<file path="config.mk">
export PLATFORM = sky130hd
export DESIGN_NAME = fetch_unit_flat
export DESIGN_NICKNAME = d
export VERILOG_FILES = /design/src/rtl/fetch_unit_if.sv /design/src/rtl/fetch_unit.sv /design/src/flat_wrapper.sv
export SDC_FILE = /design/constraint.sdc
export NUM_CORES = 1
export LEC_CHECK = 0
export ABC_AREA = 0
export CORE_UTILIZATION = 44
export CTS_CLUSTER_DIAMETER = 40
export DETAILED_ROUTE_END_ITERATION = 7
export PLACE_DENSITY = 0.8
export SETUP_SLACK_MARGIN = 0.15
export SYNTH_ARGS = -nofsm -noshare
export SYNTH_HDL_FRONTEND = slang
export SYNTH_SLANG_ARGS = --single-unit
</file>
<file path="constraint.sdc">
create_clock -name clk -period 2.7 [get_ports clk]
set_clock_uncertainty 0.05 [all_clocks]
set_input_delay 0.54 -clock clk [delete_from_list [all_inputs] [get_ports clk]]
set_output_delay 0.54 -clock clk [all_outputs]
set_load 0.1 [all_outputs]
</file>
<file path="src/rtl/fetch_unit_if.sv">
// Instruction-memory request/response bus between the fetch unit (master)
// and the instruction memory (slave).
interface fetch_unit_if;
  logic        imem_req;
  logic [31:0] imem_addr;
  logic        imem_gnt;
  logic        imem_rvalid;
  logic [31:0] imem_rdata;

  modport master (
    output imem_req,
    output imem_addr,
    input  imem_gnt,
    input  imem_rvalid,
    input  imem_rdata
  );

  modport slave (
    input  imem_req,
    input  imem_addr,
    output imem_gnt,
    output imem_rvalid,
    output imem_rdata
  );
endinterface

</file>
<file path="src/rtl/fetch_unit.sv">
// Instruction fetch stage: one outstanding imem request, stall buffering,
// redirect flush. Optional misaligned-PC trap under FETCH_MISALIGN_TRAP_EN.
module fetch_unit #(
  parameter logic [31:0] RESET_PC = 32'h0000_0000
) (
  input  logic        clk,
  input  logic        reset,
  input  logic [31:0] pc_next,
  input  logic        redirect,
  input  logic        stall,
  output logic [31:0] pc_current,
  output logic [31:0] add_pc_out,
  fetch_unit_if.master mem,
  output logic        if_id_valid,
  output logic [31:0] if_id_pc,
  output logic [31:0] if_id_instr,
  output logic        fetch_misalign
);

  typedef enum logic [1:0] {
    S_REQ,
    S_WAIT,
    S_HOLD,
    S_DRAIN
  } state_t;

  state_t      state;
  logic [31:0] pc_q;
  logic [31:0] hold_instr;
  logic        trap;
  logic        handshake;

  assign pc_current = pc_q;
  assign add_pc_out = pc_q + 32'd4;

`ifdef FETCH_MISALIGN_TRAP_EN
  // A misaligned PC parks the fetch in REQ without requesting until redirected.
  assign trap           = (state == S_REQ) && (pc_q[1:0] != 2'b00);
  assign mem.imem_addr  = pc_q;
  assign fetch_misalign = trap;
`else
  assign trap           = 1'b0;
  assign mem.imem_addr  = {pc_q[31:2], 2'b00};
  assign fetch_misalign = 1'b0;
`endif

  assign mem.imem_req = (state == S_REQ) && !trap;
  assign handshake    = mem.imem_req && mem.imem_gnt;

  always_ff @(posedge clk) begin
    if (reset) begin
      state       <= S_REQ;
      pc_q        <= RESET_PC;
      if_id_valid <= 1'b0;
      if_id_pc    <= 32'h0;
      if_id_instr <= 32'h0;
      hold_instr  <= 32'h0;
    end else begin
      // Default: bubble when ID can accept; overridden by a delivery below.
      if (!stall) if_id_valid <= 1'b0;
      case (state)
        S_REQ: begin
          if (trap) if_id_valid <= 1'b0;
          if (redirect) begin
            pc_q        <= pc_next;
            if_id_valid <= 1'b0;
            if (handshake) state <= S_DRAIN;
          end else if (handshake) begin
            state <= S_WAIT;
          end
        end
        S_WAIT: begin
          if (redirect) begin
            pc_q        <= pc_next;
            if_id_valid <= 1'b0;
            state       <= mem.imem_rvalid ? S_REQ : S_DRAIN;
          end else if (mem.imem_rvalid) begin
            if (!stall) begin
              if_id_valid <= 1'b1;
              if_id_pc    <= pc_q;
              if_id_instr <= mem.imem_rdata;
              pc_q        <= pc_next;
              state       <= S_REQ;
            end else begin
              hold_instr <= mem.imem_rdata;
              state      <= S_HOLD;
            end
          end
        end
        S_HOLD: begin
          if (redirect) begin
            pc_q        <= pc_next;
            if_id_valid <= 1'b0;
            hold_instr  <= 32'h0;
            state       <= S_REQ;
          end else if (!stall) begin
            if_id_valid <= 1'b1;
            if_id_pc    <= pc_q;
            if_id_instr <= hold_instr;
            pc_q        <= pc_next;
            state       <= S_REQ;
          end
        end
        S_DRAIN: begin
          // The stale response is swallowed; redirects here only move the PC.
          if (redirect) begin
            pc_q        <= pc_next;
            if_id_valid <= 1'b0;
          end
          if (mem.imem_rvalid) state <= S_REQ;
        end
        default: state <= S_REQ;
      endcase
    end
  end

endmodule
</file>
<file path="src/flat_wrapper.sv">
// flat-port wrapper written by rule: the top's interface ports become plain ports
module fetch_unit_flat 
#(
  parameter logic [31:0] RESET_PC = 32'h0000_0000
)
  (clk, reset, pc_next, redirect, stall, pc_current, add_pc_out, if_id_valid, if_id_pc, if_id_instr, fetch_misalign, mem_imem_req, mem_imem_addr, mem_imem_gnt, mem_imem_rvalid, mem_imem_rdata);
  fetch_unit_if mem_i ();
  input  logic clk;
  input  logic reset;
  input  logic [31:0] pc_next;
  input  logic redirect;
  input  logic stall;
  output logic [31:0] pc_current;
  output logic [31:0] add_pc_out;
  output logic if_id_valid;
  output logic [31:0] if_id_pc;
  output logic [31:0] if_id_instr;
  output logic fetch_misalign;
  output wire logic [$bits(mem_i.imem_req)-1:0] mem_imem_req;
  output wire logic [$bits(mem_i.imem_addr)-1:0] mem_imem_addr;
  input wire logic [$bits(mem_i.imem_gnt)-1:0] mem_imem_gnt;
  input wire logic [$bits(mem_i.imem_rvalid)-1:0] mem_imem_rvalid;
  input wire logic [$bits(mem_i.imem_rdata)-1:0] mem_imem_rdata;
  assign mem_imem_req = mem_i.imem_req;
  assign mem_imem_addr = mem_i.imem_addr;
  assign mem_i.imem_gnt = mem_imem_gnt;
  assign mem_i.imem_rvalid = mem_imem_rvalid;
  assign mem_i.imem_rdata = mem_imem_rdata;
  fetch_unit #(.RESET_PC(RESET_PC)) u_core (.clk(clk), .reset(reset), .pc_next(pc_next), .redirect(redirect), .stall(stall), .pc_current(pc_current), .add_pc_out(add_pc_out), .mem(mem_i), .if_id_valid(if_id_valid), .if_id_pc(if_id_pc), .if_id_instr(if_id_instr), .fetch_misalign(fetch_misalign));
endmodule
</file>
Word level (Yosys, flattened, before mapping)

Index checks and enable logic that the tools add are counted.
Widths: inputs -> output; s select.

Word-level logic and storage cells: 71
Register bits: 131
Input bits: 70

Muxes and demuxes: 40
Reductions and logical operators: 9
$add $sub $neg: 1
Equal/unequal tests: 15

Operators by type and width:

| kind                  | count |
|---|---|
| $mux 32               | 18 |
| $pmux 32 s2           | 3 |
| $pmux 32 s3           | 1 |
| $add 32x3->32 const B | 1 |
| $mux 2                | 10 |
| $ne 2x2->1 const B    | 9 |
| $pmux 2 s4            | 1 |
| $reduce_and 4->1      | 2 |
| $mux 1                | 6 |
| $ne 3x3->1 const B    | 2 |
| $reduce_and 6->1      | 1 |
| $reduce_and 5->1      | 1 |
| $eq 2x2->1 const B    | 2 |
| $pmux 1 s3            | 1 |
| $eq 2x1->1 const B    | 1 |
| $logic_not 2->1       | 1 |
| $ne 2x1->1 const B    | 1 |
| $reduce_and 2->1      | 1 |
| $reduce_bool 2->1     | 1 |
| $reduce_or 2->1       | 1 |
| $logic_and 1x1->1     | 1 |

Longest topological paths before layout

Depth in word-level cells: 5
Depth in mapped cells: 8
Depth with buffers taken out: 6

Worst setup path before layout

No wires, ideal clock.

Path kind: register to output
From: reg u_core.pc_q[7], in the netlist u_core.pc_current[7]
To: out add_pc_out[27]
Required time: 2.110 ns
Arrival time: 3.739 ns
Path slack: -1.629 ns
Stages on the path, launching flop included: 6
Cells stage by stage: dfxtp_1 -> buf_2 -> nand4_4 -> nor4b_4 -> nand4_1 -> xnor2_1

Longest elaborated chain between the ends: 1

RTL lines:

| what                   | line               | source |
|---|---|---|
| from (decl)            | fetch_unit.sv:28   | `logic [31:0] pc_q;` |
| from (signal assigned) | fetch_unit.sv:65   | `pc_q <= pc_next;` |
| from (signal assigned) | fetch_unit.sv:74   | `pc_q <= pc_next;` |
| from (signal assigned) | fetch_unit.sv:82   | `pc_q <= pc_next;` |
| $add 32x3->32          | fetch_unit.sv:34   | `assign add_pc_out = pc_q + 32'd4;` |
| to (decl)              | flat_wrapper.sv:14 | `output logic [31:0] add_pc_out;` |

Every way passes these cells.

Final worst setup path

From: reg u_core.pc_q[24], in the netlist u_core.pc_current[24]
To: out add_pc_out[27]

The elaborated chain is that of the path after synthesis.

==> results.yml <==
timing:
  maxSlewHeadroom: 0.6096
  maxClockFrequency_ghz: 0.3502
  period_share: 1.058
  rsz0062_at_grt: "true"
  finalHoldViolCount: 0
  final-setup-viol-count: 13
  worst_slack_ns: -0.1554
  tightest_slew_ns: 0.5856
  finalMaxSlewViolations: 0
  fin_crit_ns: 2.855
yosys:
  synth_mux_area_frac: 0.05624
  syn_inst: 710
  yosys.area_share.simple: 0.1472
  yosysWarnings: 0
  synth_seq_cells: 131
  synthTopCellsByArea: "dfxtp_1 43%, a21oi_1 8.5%, mux2i_1 5.6%, nand2_1 4.7%, a311oi_1 4.6%"
  synth_top_area_frac: 0.4334
  synth.distinct_cells: 37
  synth_area_per_cell_um2: 8.522
  synth-compound-area-share: 0.2142
  synth_top_family_by_area: "compound AO/OA/AOI/OAI gates"
  synth_top_area_cell: "dfxtp_1"
  synth-xor-area-share: 0.04053
  mappedNetlistArea_mm2: 0.006051
  seq_area_frac_synth: 0.4334
  synthAdderAreaFrac: 0.01654
final_layout:
  ff_latch_area_mm2: 0.002713
  post-route-cell-area_mm2: 0.009726
  antenna_cells: 0
  area_growth_pct: 60.73
  nFillCells: 950
  drive_gt1_frac: 0.3564
  multi_input_area_mm2: 0.003527
  final_common_cell: "buf_4"
  fin_nets: 992
  layout_common_cells: "179 x buf_4, 103 x dfxtp_1, 100 x a21oi_1"
clock_network:
  clock_latency_ns: 0.42
  numCtsBuffers: 17
  clk_pin_slew_ns: 0.06
  cts.path.max_buffers: 2
  htreeDepth: 4
  tritoncts: "built"
  cts_root_buffer: "clkbuf_16"
  numClockSinks: 131
routing:
  via_per_inst: 5.779
  ant_nets: 0
  vias: 6369
  dr.pass1.iters: 7
  drcViolationCount: 0
  wl_per_cell_um: 19.64
  drt-total-wl_um: 21640
  drt_iter0_markers: 569
outcome:
  violations: "negative setup slack"
  status: "finished with violations"
die:
  start_util: 0.4533
  num_rows: 42
  core_area_mm2: 0.01335
  io_pins: 233
  dieWidth_um: 119.3
  die_h_um: 119.3
  die-area_mm2: 0.01423
place:
  dpl_cell_area_mm2: 0.008672
  port_buffers: 229
  place.gp.congestion: 0.9035
  dp_hpwl_um: 12760
global_route:
  grt_pass1_wl_um: 33320
  grt_max_degree: 132
  track_usage: 0.2999
  grt-ovfl-total: 0
  grt_pass1_vias: 6101
  antenna_found_initial: 0
pwr:
  powerDensity_mw_per_mm2: 1117
  peakVddDrop_uv: 815.7
  power.total_mw: 10.87
  p_leak_nw: 3.907
setup_path:
  crit_fanout: 7
  start_kind: "flip-flop"
  crit_path_end_kind: "output port"
  criticalPathCategory: "flip-flop to output port"
  arrival_ns: 2.27
  crit_required_ns: 2.11
min_path:
  hold_path.class: "flip-flop to flip-flop"
flow_run:
  maxCapViolations: 0
==> power breakdown <==
part	switching (mW)	internal (mW)	total [mW]
clock	0.870	1.37	2.24
sequential	0.351	2.32	2.67
combinational	4.42	1.54	5.95
total	5.64	5.23	10.9
==> cell families after synthesis <==
logic type / Yosys count
AOI/OAI and AO/OA: 210
DFF: 131
and+or+nand+nor: 191
buffers and inverters: 107
xor gates and xnor gates: 28
muxes: 34
adders and majority gates: 8
other: 1
==> path summary, 6_finish.rpt <==
| check | startpoint | to | slack (ns) | cells past startpoint |
|---|---|---|---|---|
| setup reg to reg | u_core.state[1]$_SDFFE_PP0P_ | u_core.if_id_instr[15]$_SDFFE_PP0P_ | 0.54 | 7 |
| setup / recovery | u_core.pc_current[24]$_SDFFE_PP0P_ | add_pc_out[27] | -0.16 | 5 |
| hold / removal | u_core.if_id_pc[29]$_SDFFE_PP0P_ | u_core.if_id_pc[29]$_SDFFE_PP0P_ | 0.43 | 2 |
| hold reg to reg | u_core.if_id_pc[29]$_SDFFE_PP0P_ | u_core.if_id_pc[29]$_SDFFE_PP0P_ | 0.43 | 2 |
==> state kept, by name, indices dropped and copies added (netlist names) <==
| signal | flops |
|---|---|
| u_core.if_id_valid | 1 |
| u_core.if_id_pc | 32 |
| u_core.pc_current | 32 |
| u_core.hold_instr | 32 |
| u_core.state | 2 |
| u_core.if_id_instr | 32 |
==> layout make-up <==
class / instances / area share
clock buffer: 20 / 0.04927
clock inverter: 11 / 0.01016
tap: 176 / 0.02264
timing repair buffer: 280 / 0.2725
multi-input combinational: 474 / 0.3627
sequential: 131 / 0.2789
inverter: 10 / 0.003860
==> Yosys cell counts <==
library cell	instances
o21ai_0	34
o2bb2ai_4	1
inv_1	9
nor2_1	40
a2111oi_0	1
buf_4	35
buf_2	15
xnor2_1	24
nor4b_4	1
dfxtp_1	131
a311oi_1	32
inv_2	1
nor2b_1	3
nand4_4	1
nand4_1	10
nor4_1	1
o32a_1	1
and2_1	5
nor3_2	2
nand4b_1	1
nor3_1	2
ha_1	8
nand2_1	76
o22ai_1	1
a21o_1	1
a211oi_1	2
conb_1	1
and3_1	2
mux2i_1	34
xor2_1	4
clkbuf_1	47
nand2b_1	2
a22oi_1	33
nand3b_1	1
nand3_1	44
o21a_1	1
a21oi_1	103
==> worst max-delay path: stages, from the launching register on <==
cell,delay [ns]
dfxtp_2,0.47
and3_1,0.30
and2_1,0.25
nand4_1,0.30
xnor2_4,0.31
buf_12,0.20
==> per-stage QoR <==
step / hold slack [ns] / setup TNS, ns / utilization / instances / setup slack [ns]
after global routing: 0.4602 / -1.587 / 0.7286 / 1102 / -0.1813
final: 0.4272 / -0.6293 / 0.7286 / 1102 / -0.1554
after detailed placement: 0.4186 / 0 / 0.6497 / 1036 / 0.1312
after floorplan: 0.4152 / -1.529 / - / 712 / -0.1751
after global placement: 0.4130 / 0 / 0.6497 / 1036 / 0.1794
after CTS: 0.4267 / -0.007616 / 0.7179 / 1091 / -0.007616
==> metal layers <==
metal  GRT usage  part of all wire  up-vias
met5           0                 0        -
met4      0.1472             0.036        0
met3     0.08764             0.080       73
met2      0.5102              0.50      355
met1      0.3420              0.38     3036
li1            -                 -     2905
==> timing repair <==
action                     in CTS  in global routing
hold buffers                    0                  0
setup endpoints to repair      20                 21
setup buffers                  24                 11
resized for setup              27                 11
pin swaps                      24                 13
(Power assumes the default switching activity.)
